<file path="src/rtl/noise_mix_pkg.sv">
// Shared definitions for the noise_mix_stream slice: FSM encoding, LFSR constants
// and the signed saturation-limit helpers.
package noise_mix_pkg;

  typedef enum logic [1:0] {
    IDLE  = 2'd0,
    RUN   = 2'd1,
    DRAIN = 2'd2,
    DONE  = 2'd3
  } state_t;

  // 16-bit Fibonacci LFSR, taps 16,14,13,11 expressed as bit positions 15,13,12,10
  localparam logic [15:0] LFSR_SEED = 16'hACE1;
  localparam logic [15:0] LFSR_TAPS = 16'b1011_0100_0000_0000;

  function automatic logic [15:0] lfsr_seed(input int unsigned channel);
    return LFSR_SEED ^ 16'(channel);
  endfunction

  function automatic logic [15:0] lfsr_next(input logic [15:0] state_bits);
    return {state_bits[14:0], ^(state_bits & LFSR_TAPS)};
  endfunction

  // Largest / smallest two's-complement value for a given width; callers keep the low bits
  function automatic logic [31:0] sat_max(input int unsigned width);
    return (32'd1 << (width - 1)) - 32'd1;
  endfunction

  function automatic logic [31:0] sat_min(input int unsigned width);
    return ~sat_max(width);
  endfunction

endpackage

</file>
<file path="src/rtl/noise_mix_lane.sv">
// One channel of the mixer: arithmetic noise shift, widened add, then clamp or wrap
// with a flag whenever the true sum does not fit in WIDTH bits.
module noise_mix_lane
  import noise_mix_pkg::*;
#(
  parameter int WIDTH       = 8,
  parameter int SAT_MODE    = 1,
  parameter int NOISE_SHIFT = 0
) (
  input  logic [WIDTH-1:0] clean,
  input  logic [WIDTH-1:0] noise,
  output logic [WIDTH-1:0] mixed,
  output logic [WIDTH-1:0] noise_shifted,
  output logic             flag
);

  localparam logic [31:0] MAX_FULL = sat_max(WIDTH);
  localparam logic [31:0] MIN_FULL = sat_min(WIDTH);

  logic signed [WIDTH:0] sum;
  logic                  overflow;

  assign noise_shifted = $signed(noise) >>> NOISE_SHIFT;
  assign sum = $signed({clean[WIDTH-1], clean}) + $signed({noise_shifted[WIDTH-1], noise_shifted});
  assign overflow = sum[WIDTH] ^ sum[WIDTH-1];

  // The extra sign bit tells which rail to clamp to when the sum left the range
  always_comb begin
    mixed = sum[WIDTH-1:0];
    flag  = overflow;
    if (SAT_MODE != 0 && overflow) begin
      mixed = sum[WIDTH] ? MIN_FULL[WIDTH-1:0] : MAX_FULL[WIDTH-1:0];
    end
  end

endmodule

</file>
<file path="src/rtl/noise_mix_stream.sv">
// Joins a clean and a noise stream into aligned mixed/clean/noise outputs over a bounded run.
// Define NOISE_MIX_LFSR_EN to replace the noise input with per-channel internal LFSRs.
module noise_mix_stream
  import noise_mix_pkg::*;
#(
  parameter int WIDTH       = 8,
  parameter int CHANNELS    = 1,
  parameter int NUM_SAMPLES = 500001,
  parameter int SAT_MODE    = 1,
  parameter int NOISE_SHIFT = 0
) (
  input  logic                         Clk,
  input  logic                         Reset,
  input  logic                         start,
  input  logic                         clean_valid,
  output logic                         clean_ready,
  input  logic [CHANNELS*WIDTH-1:0]    clean_data,
  input  logic                         noise_valid,
  output logic                         noise_ready,
  input  logic [CHANNELS*WIDTH-1:0]    noise_data,
  output logic                         out_valid,
  input  logic                         out_ready,
  output logic [CHANNELS*WIDTH-1:0]    out_mixed,
  output logic [CHANNELS*WIDTH-1:0]    out_clean,
  output logic [CHANNELS*WIDTH-1:0]    out_noise,
  output logic [CHANNELS-1:0]          sat_flag,
  output logic [31:0]                  sample_count,
  output logic                         busy,
  output logic                         done
);

  localparam int          BUS_W      = CHANNELS * WIDTH;
  localparam logic [31:0] COUNT_MAX  = 32'(NUM_SAMPLES);
  localparam logic [31:0] LAST_COUNT = 32'(NUM_SAMPLES - 1);

  state_t             state, state_next;
  logic               accept;
  logic               noise_ok;
  logic               start_run;
  logic               last_beat;
  logic [BUS_W-1:0]   noise_src;
  logic [BUS_W-1:0]   lane_mixed;
  logic [BUS_W-1:0]   lane_noise;
  logic [CHANNELS-1:0] lane_flag;

  assign start_run   = start && (state == IDLE || state == DONE);
  assign accept      = (state == RUN) && clean_valid && noise_ok && (!out_valid || out_ready);
  assign last_beat   = accept && (sample_count == LAST_COUNT);
  assign clean_ready = accept;
  assign busy        = (state == RUN) || (state == DRAIN);
  assign done        = (state == DONE);

`ifdef NOISE_MIX_LFSR_EN
  logic unused_noise_in;

  assign unused_noise_in = ^{noise_valid, noise_data};
  assign noise_ok        = 1'b1;
  assign noise_ready     = 1'b0;

  // Each channel owns its generator so channels stay decorrelated by their seeds
  for (genvar ch = 0; ch < CHANNELS; ch++) begin : g_lfsr
    logic [15:0] lfsr_q;

    always_ff @(posedge Clk or posedge Reset) begin
      if (Reset) begin
        lfsr_q <= lfsr_seed(ch);
      end else if (start_run) begin
        lfsr_q <= lfsr_seed(ch);
      end else if (accept) begin
        lfsr_q <= lfsr_next(lfsr_q);
      end
    end

    assign noise_src[ch*WIDTH +: WIDTH] = lfsr_q[WIDTH-1:0];
  end
`else
  assign noise_ok    = noise_valid;
  assign noise_ready = accept;
  assign noise_src   = noise_data;
`endif

  for (genvar ch = 0; ch < CHANNELS; ch++) begin : g_lane
    noise_mix_lane #(
      .WIDTH       (WIDTH),
      .SAT_MODE    (SAT_MODE),
      .NOISE_SHIFT (NOISE_SHIFT)
    ) u_lane (
      .clean         (clean_data[ch*WIDTH +: WIDTH]),
      .noise         (noise_src[ch*WIDTH +: WIDTH]),
      .mixed         (lane_mixed[ch*WIDTH +: WIDTH]),
      .noise_shifted (lane_noise[ch*WIDTH +: WIDTH]),
      .flag          (lane_flag[ch])
    );
  end

  always_ff @(posedge Clk or posedge Reset) begin
    if (Reset) begin
      state <= IDLE;
    end else begin
      state <= state_next;
    end
  end

  // DRAIN finishes once the register is empty or is being emptied this cycle
  always_comb begin
    state_next = state;
    case (state)
      IDLE:    if (start) state_next = RUN;
      RUN:     if (last_beat) state_next = DRAIN;
      DRAIN:   if (!out_valid || out_ready) state_next = DONE;
      DONE:    if (start) state_next = RUN;
      default: state_next = IDLE;
    endcase
  end

  always_ff @(posedge Clk or posedge Reset) begin
    if (Reset) begin
      out_valid <= 1'b0;
      out_mixed <= '0;
      out_clean <= '0;
      out_noise <= '0;
      sat_flag  <= '0;
    end else if (accept) begin
      out_valid <= 1'b1;
      out_mixed <= lane_mixed;
      out_clean <= clean_data;
      out_noise <= lane_noise;
      sat_flag  <= lane_flag;
    end else if (out_valid && out_ready) begin
      out_valid <= 1'b0;
    end
  end

  // The count restarts with every run and sticks at the run length
  always_ff @(posedge Clk or posedge Reset) begin
    if (Reset) begin
      sample_count <= '0;
    end else if (start_run) begin
      sample_count <= '0;
    end else if (accept && sample_count != COUNT_MAX) begin
      sample_count <= sample_count + 32'd1;
    end
  end

endmodule

</file>
<file path="config.mk">
export PLATFORM = sky130hd
export DESIGN_NAME = noise_mix_stream
export DESIGN_NICKNAME = d
export VERILOG_FILES = /design/src/rtl/noise_mix_pkg.sv /design/src/rtl/noise_mix_lane.sv /design/src/rtl/noise_mix_stream.sv
export SDC_FILE = /design/constraint.sdc
export NUM_CORES = 1
export LEC_CHECK = 0
export CORE_MARGIN = 2
export CORE_UTILIZATION = 30
export CTS_BUF_LIST = sky130_fd_sc_hd__clkbuf_8
export DETAILED_ROUTE_END_ITERATION = 7
export HOLD_SLACK_MARGIN = 0.05
export REMOVE_ABC_BUFFERS = 1
export SYNTH_ARGS = -nofsm -noshare
export SYNTH_HDL_FRONTEND = slang
export SYNTH_SLANG_ARGS = --single-unit
</file>
<file path="constraint.sdc">
create_clock -name Clk -period 5.5 [get_ports Clk]
set_input_delay 1.1 -clock Clk [delete_from_list [all_inputs] [get_ports Clk]]
set_output_delay 1.1 -clock Clk [all_outputs]
set_load 0.02 [all_outputs]
</file>
# Word level (Yosys, flattened, before mapping)
# Index checks and enable logic that the tools add are counted.
[totals]
ff_bits = 60
inputBits = 22
elab_cells = 44
[classes]
add_sub_neg = 2
n_eq_ne = 8
n_mux = 10
bitwise = 1
reduce_logical = 16
[ops]
columns = ["op", "count"]
rows = [
  ["2-to-1 mux 32 bit", 2],
  ["adder 32 x 1 -> 32 bit, second input constant", 1],
  ["== test 32 x 19 -> 1 bit, second input constant", 1],
  ["!= test 32 x 19 -> 1 bit, second input constant", 1],
  ["2-to-1 mux 8 bit", 2],
  ["adder 8 x 8 -> 9 bit", 1],
  ["logical AND 1 bit", 7],
  ["2-to-1 mux 2 bit", 3],
  ["case mux 2 bit (3 select lines)", 1],
  ["== test 2 bit, second input constant", 2],
  ["!= test 2 x 1 -> 1 bit, second input constant", 2],
  ["nonzero test 2 bit", 2],
  ["logical OR 1 bit", 3],
  ["AND reduction 3 bit", 1],
  ["== test 2 x 1 -> 1 bit, second input constant", 1],
  ["zero test 2 bit", 1],
  ["2-to-1 mux 1 bit", 2],
  ["!= test 2 bit, second input constant", 1],
  ["OR reduction 2 bit", 1],
  ["zero test 1 bit", 1],
  ["XOR 1 bit", 1],
]

# Depth between registers and ports, before layout
[depth]
word_depth = 7
ltp_mapped = 9
ltp_nobuf = 9

# Cells and area by module
# Synthesis repeated with hierarchy kept, for this count alone.
[unflattened]
hier_cells = 399
hier_area_um2 = 3478.3
[modules_own_cells]
columns = ["mod", "instances", "cells_per_inst", "area_each_um2", "seq_area_each_um2"]
rows = [
  ["noise_mix_stream", 1, 335, 2985.4, 1501.4],
  ["noise_mix_lane", 1, 64, 493.0, 0.0],
]

# Least setup slack after synthesis
# Ideal clock, no wire load.
[synth_timing]
path_kind = "input port to output port"
from = "in noise_valid"
to = "out noise_ready"
arrival_time_ps = 2466
required_time_ps = 4400
slack_ps = 1934
stages = 6
cell_sequence = "and3_2 -> nand2_2 -> inv_1 -> clkbuf_1 -> buf_1 -> buf_4"
[synth_via]
elab_chain_cells = 2
[synth_rtl]
columns = ["item", "line_no", "source"]
rows = [
  ["start, declared", "noise_mix_stream.sv:18", "input logic noise_valid,"],
  ["logical AND 1 bit (2 in series)", "noise_mix_stream.sv:47", "assign accept = (state == RUN) && clean_valid && noise_ok && (!out_valid || out_ready);"],
  ["end, declared", "noise_mix_stream.sv:19", "output logic noise_ready,"],
]
# Every way passes these cells.

# Worst setup path after layout
[layout_timing]
from = "in noise_valid"
to = "out clean_ready"
[layout_via]
elab_chain_cells = 2
[layout_rtl]
columns = ["item", "line_no", "source"]
rows = [
  ["logical AND 1 bit (2 in series)", "noise_mix_stream.sv:47", ""],
  ["end, declared", "noise_mix_stream.sv:16", "output logic clean_ready,"],
]
# Every way passes these cells.

==> flow_summary_export.csv <==
group,metric,value,unit
synth,synth_edf_count,0,
hold_path,min_path_cells,2,
global_route,global_route.usage.met1,17.55,%
die,die_h,111.0,um
clocking,cts_htree_levels,3,
synth,synth.avg_cell_area,9.056,um^2
place,gp_congestion,0.8030,
global_route,grt-ovfl-total,0,
die,initial_core_util,30.45,%
synth,ys.flop_type,"dfrtp_1",
critical_path,worstPathMaxFanout,10,
hold_path,holdCritStartpoint,"out_mixed[3]",
hold_path,min_to,"out_mixed[3]",
drt,via_count,3041,
global_route,grt_util_met2,26.50,%
layout,final_layout_size_suffix_gt1_share,7.296,%
sta,max_freq,0.2575,GHz
pwr,p_leak,0.002003,uW
synth,synth_area,3432,um^2
critical_path,end_kind,"output pin",
clocking,clk_pin_slew_worst_paths,0.06,ns
synth,ys_warn_count,0,
critical_path,crit_type,"in2out",
global_route,grt_antenna_before_repair,0,
run_status,status,"finished, final reports clean",
drt,drt-pass1-iter-count,4,
drt,drc,0,
drt,ant_nets,0,
place,dp_hpwl,6.466,mm
synth,synthArstFlopShare,100.0,%
clocking,numCtsBuffers,9,
sta,hold_viol,0,
sta,setup_viol_count_final,0,
clocking,clock_path_buffers,2,
drt,routed_via_density,4.993,
pwr,max-vdd-ir-drop,131.3,uV
clocking,cts_root_buf,"clkbuf_8",
die,io_pins,84,
critical_path,worst-r2r-setup-slack,2.94,ns
synth,ys_ff_latch,60,
drt,wl_per_cell,14.79,um
place,placed_area,4385,um^2
clocking,cts_tree,"done",
critical_path,r2r_start,"state[1]",
layout,area_growth,34.09,%
clocking,clk-insertion-delay-late,0.34,ns
critical_path,arrival,2.78,ns
critical_path,worstSetupStartpointType,"input pin",
layout,nNetsFinal,498,
layout,final_core_util,40.83,%
pwr,pwr_density_cell,291.8,nW/um^2
clocking,cts_resized,0,
place,portBuffers,83,
global_route,grt.total_usage,15.25,%
run,cap_violations,0,
hold_path,hp-class,"reg2reg",
critical_path,reg2reg_to,"state[1]",
die,dieArea,12310,um^2
sta,rsz0062_at_grt,"false",
synth,syn_inst,379,
sta,slew_headroom,45.26,%
die,fp.dieW,111.0,um
sta,timing.final.crit_period,3.883,ns
global_route,grt_max_degree,61,
clocking,ctsHoldBuffers,0,
layout,fillers,1123,
clocking,post_cts_buffers,0,
global_route,top_usage_layer,"met2",
sta,maxSlewViolCount,0,
sta,worstMarginPinSlew,0.8152,ns
critical_path,r2r_cells,10,
sta,fin_crit_sh,70.60,%
global_route,grt_pass1_wl,15.28,mm
clocking,cts.sinks,60,
global_route,gr-usage-met3,6.780,%
layout,diodes,0,
sta,finClkSkew,0.008831,ns
drt,drtIter0Drc,99,
critical_path,worstPathRequired,4.40,ns
synth,ys_seq_area_share,43.75,%
global_route,grt_pass1_vias,3074,
sta,setup_tns,0,ns
synth,ys_types,56,
layout,finalInstanceArea,4602,um^2
drt,routed_wl,9.008,mm
die,rows,39,
die,coreArea,11270,um^2
[synthesized netlist by cell type (2+ instances only)]
library cell / n / area share [%]
nand4_1: 9 / 1.6
o211ai_1: 3 / 0.66
nand3_1: 15 / 2.2
nor3_1: 6 / 0.87
and3_1: 6 / 1.1
nor4_4: 2 / 1.2
nand2b_1: 3 / 0.55
buf_2: 2 / 0.29
inv_1: 10 / 1.1
o2111ai_1: 2 / 0.51
buf_1: 2 / 0.22
xor2_1: 16 / 4.1
nand2_1: 74 / 8.1
nor3b_1: 2 / 0.44
nor4b_1: 4 / 1.0
nor2b_1: 2 / 0.36
and2_1: 2 / 0.36
nor4_1: 8 / 1.5
o21ai_0: 25 / 3.6
dfrtp_1: 60 / 44
and3_2: 3 / 0.66
or3_1: 6 / 1.1
buf_6: 2 / 0.66
a21oi_1: 17 / 2.5
clkbuf_1: 8 / 0.87
ha_1: 14 / 5.1
nor2_1: 31 / 3.4
and4_1: 5 / 1.3
xnor2_1: 13 / 3.3
[area by class of cell]
| type | instances | area [um^2] | area share, % |
|---|---|---|---|
| inverter | 10 | 37.54 | 0.8157 |
| multi-input combinational | 293 | 1807 | 39.26 |
| clock inverter | 6 | 78.83 | 1.713 |
| clock buffer | 10 | 137.6 | 2.991 |
| tap | 143 | 178.9 | 3.888 |
| timing repair buffer | 87 | 860.8 | 18.71 |
| sequential | 60 | 1501 | 32.63 |
[flip-flops by register name, summed over array words and instances, names as in the netlist]
name,cells
out_mixed,8
sample_count,32
out_noise,8
state,2
sat_flag,1
out_clean,8
out_valid,1
[critical path, stage by stage]
cell             delay [ns]
clkdlybuf4s50_1        0.47
and3_2                 0.20
nand2_2                0.07
inv_1                  0.26
clkdlybuf4s50_1        0.67
[through the flow]
step           std cells  hold slack, ns  worst slack, ns  total power [uW]
3_3_place_gp         593          0.4605            1.616             909.3
4_1_cts              609          0.4855            1.594              1364
3_5_place_dp         593          0.4611            1.611             913.5
6_report             609          0.4772            1.617              1343
5_1_grt              609          0.5189            1.535              1425
2_1_floorplan        363          0.5160            2.054             737.0
[routing by layer]
metal  wire length, um  up-vias
met5                 0        -
met4                77        0
met3               710        7
met2              4327       90
met1              3893     1460
li1                  -     1484
[logic make-up (layout without fill, tap and decap cells)]
logic type,after synthesis,count (layout),share of synthesized area [%]
flip-flops,60,60,43.75
AND/OR/NAND/NOR,192,192,29.86
multiplexers,1,1,0.2917
XOR/XNOR,29,29,7.401
buffers and inverters,26,113,3.610
adder cells (fa/ha/maj),15,15,5.687
AO/OA/AOI/OAI,56,56,9.406
[placed cells by master (no fill, tap or decap), drive strengths merged, types with 2 or more instances in the layout]
cell type and count:
and2 3, xor2 16, nor3b 2, or3 6, nand2b 4, ha 14, and3 9, xnor2 13
nor4 10, inv 11, nor2b 2, o211ai 3, nor2 31, nor4b 5, a21oi 17, o2111ai 2
clkinv 3, clkdlybuf4s50 83, nand2 75, clkbuf 10, and4 6, nand3 16, dfrtp 60, nand4 10
o21ai 25, bufinv 2, nor3 7, buf 4
[worst max path at each step]
stage                      from          end  slack [ns]  cells past startpoint
finish              noise_valid  clean_ready        1.62                      5
global route        noise_valid  noise_ready        1.54                      5
CTS                 noise_valid  clean_ready        1.59                      5
detailed placement  noise_valid  clean_ready        1.61                      5
global placement    noise_valid  clean_ready        1.62                      5
floorplan           noise_valid  clean_ready        2.05                      3
[power breakdown]
group	switching, uW	internal (uW)
sequential	48.1	494
combinational	197	164
clock	177	263
No activity file was read; power rests on OpenSTA's default activity.
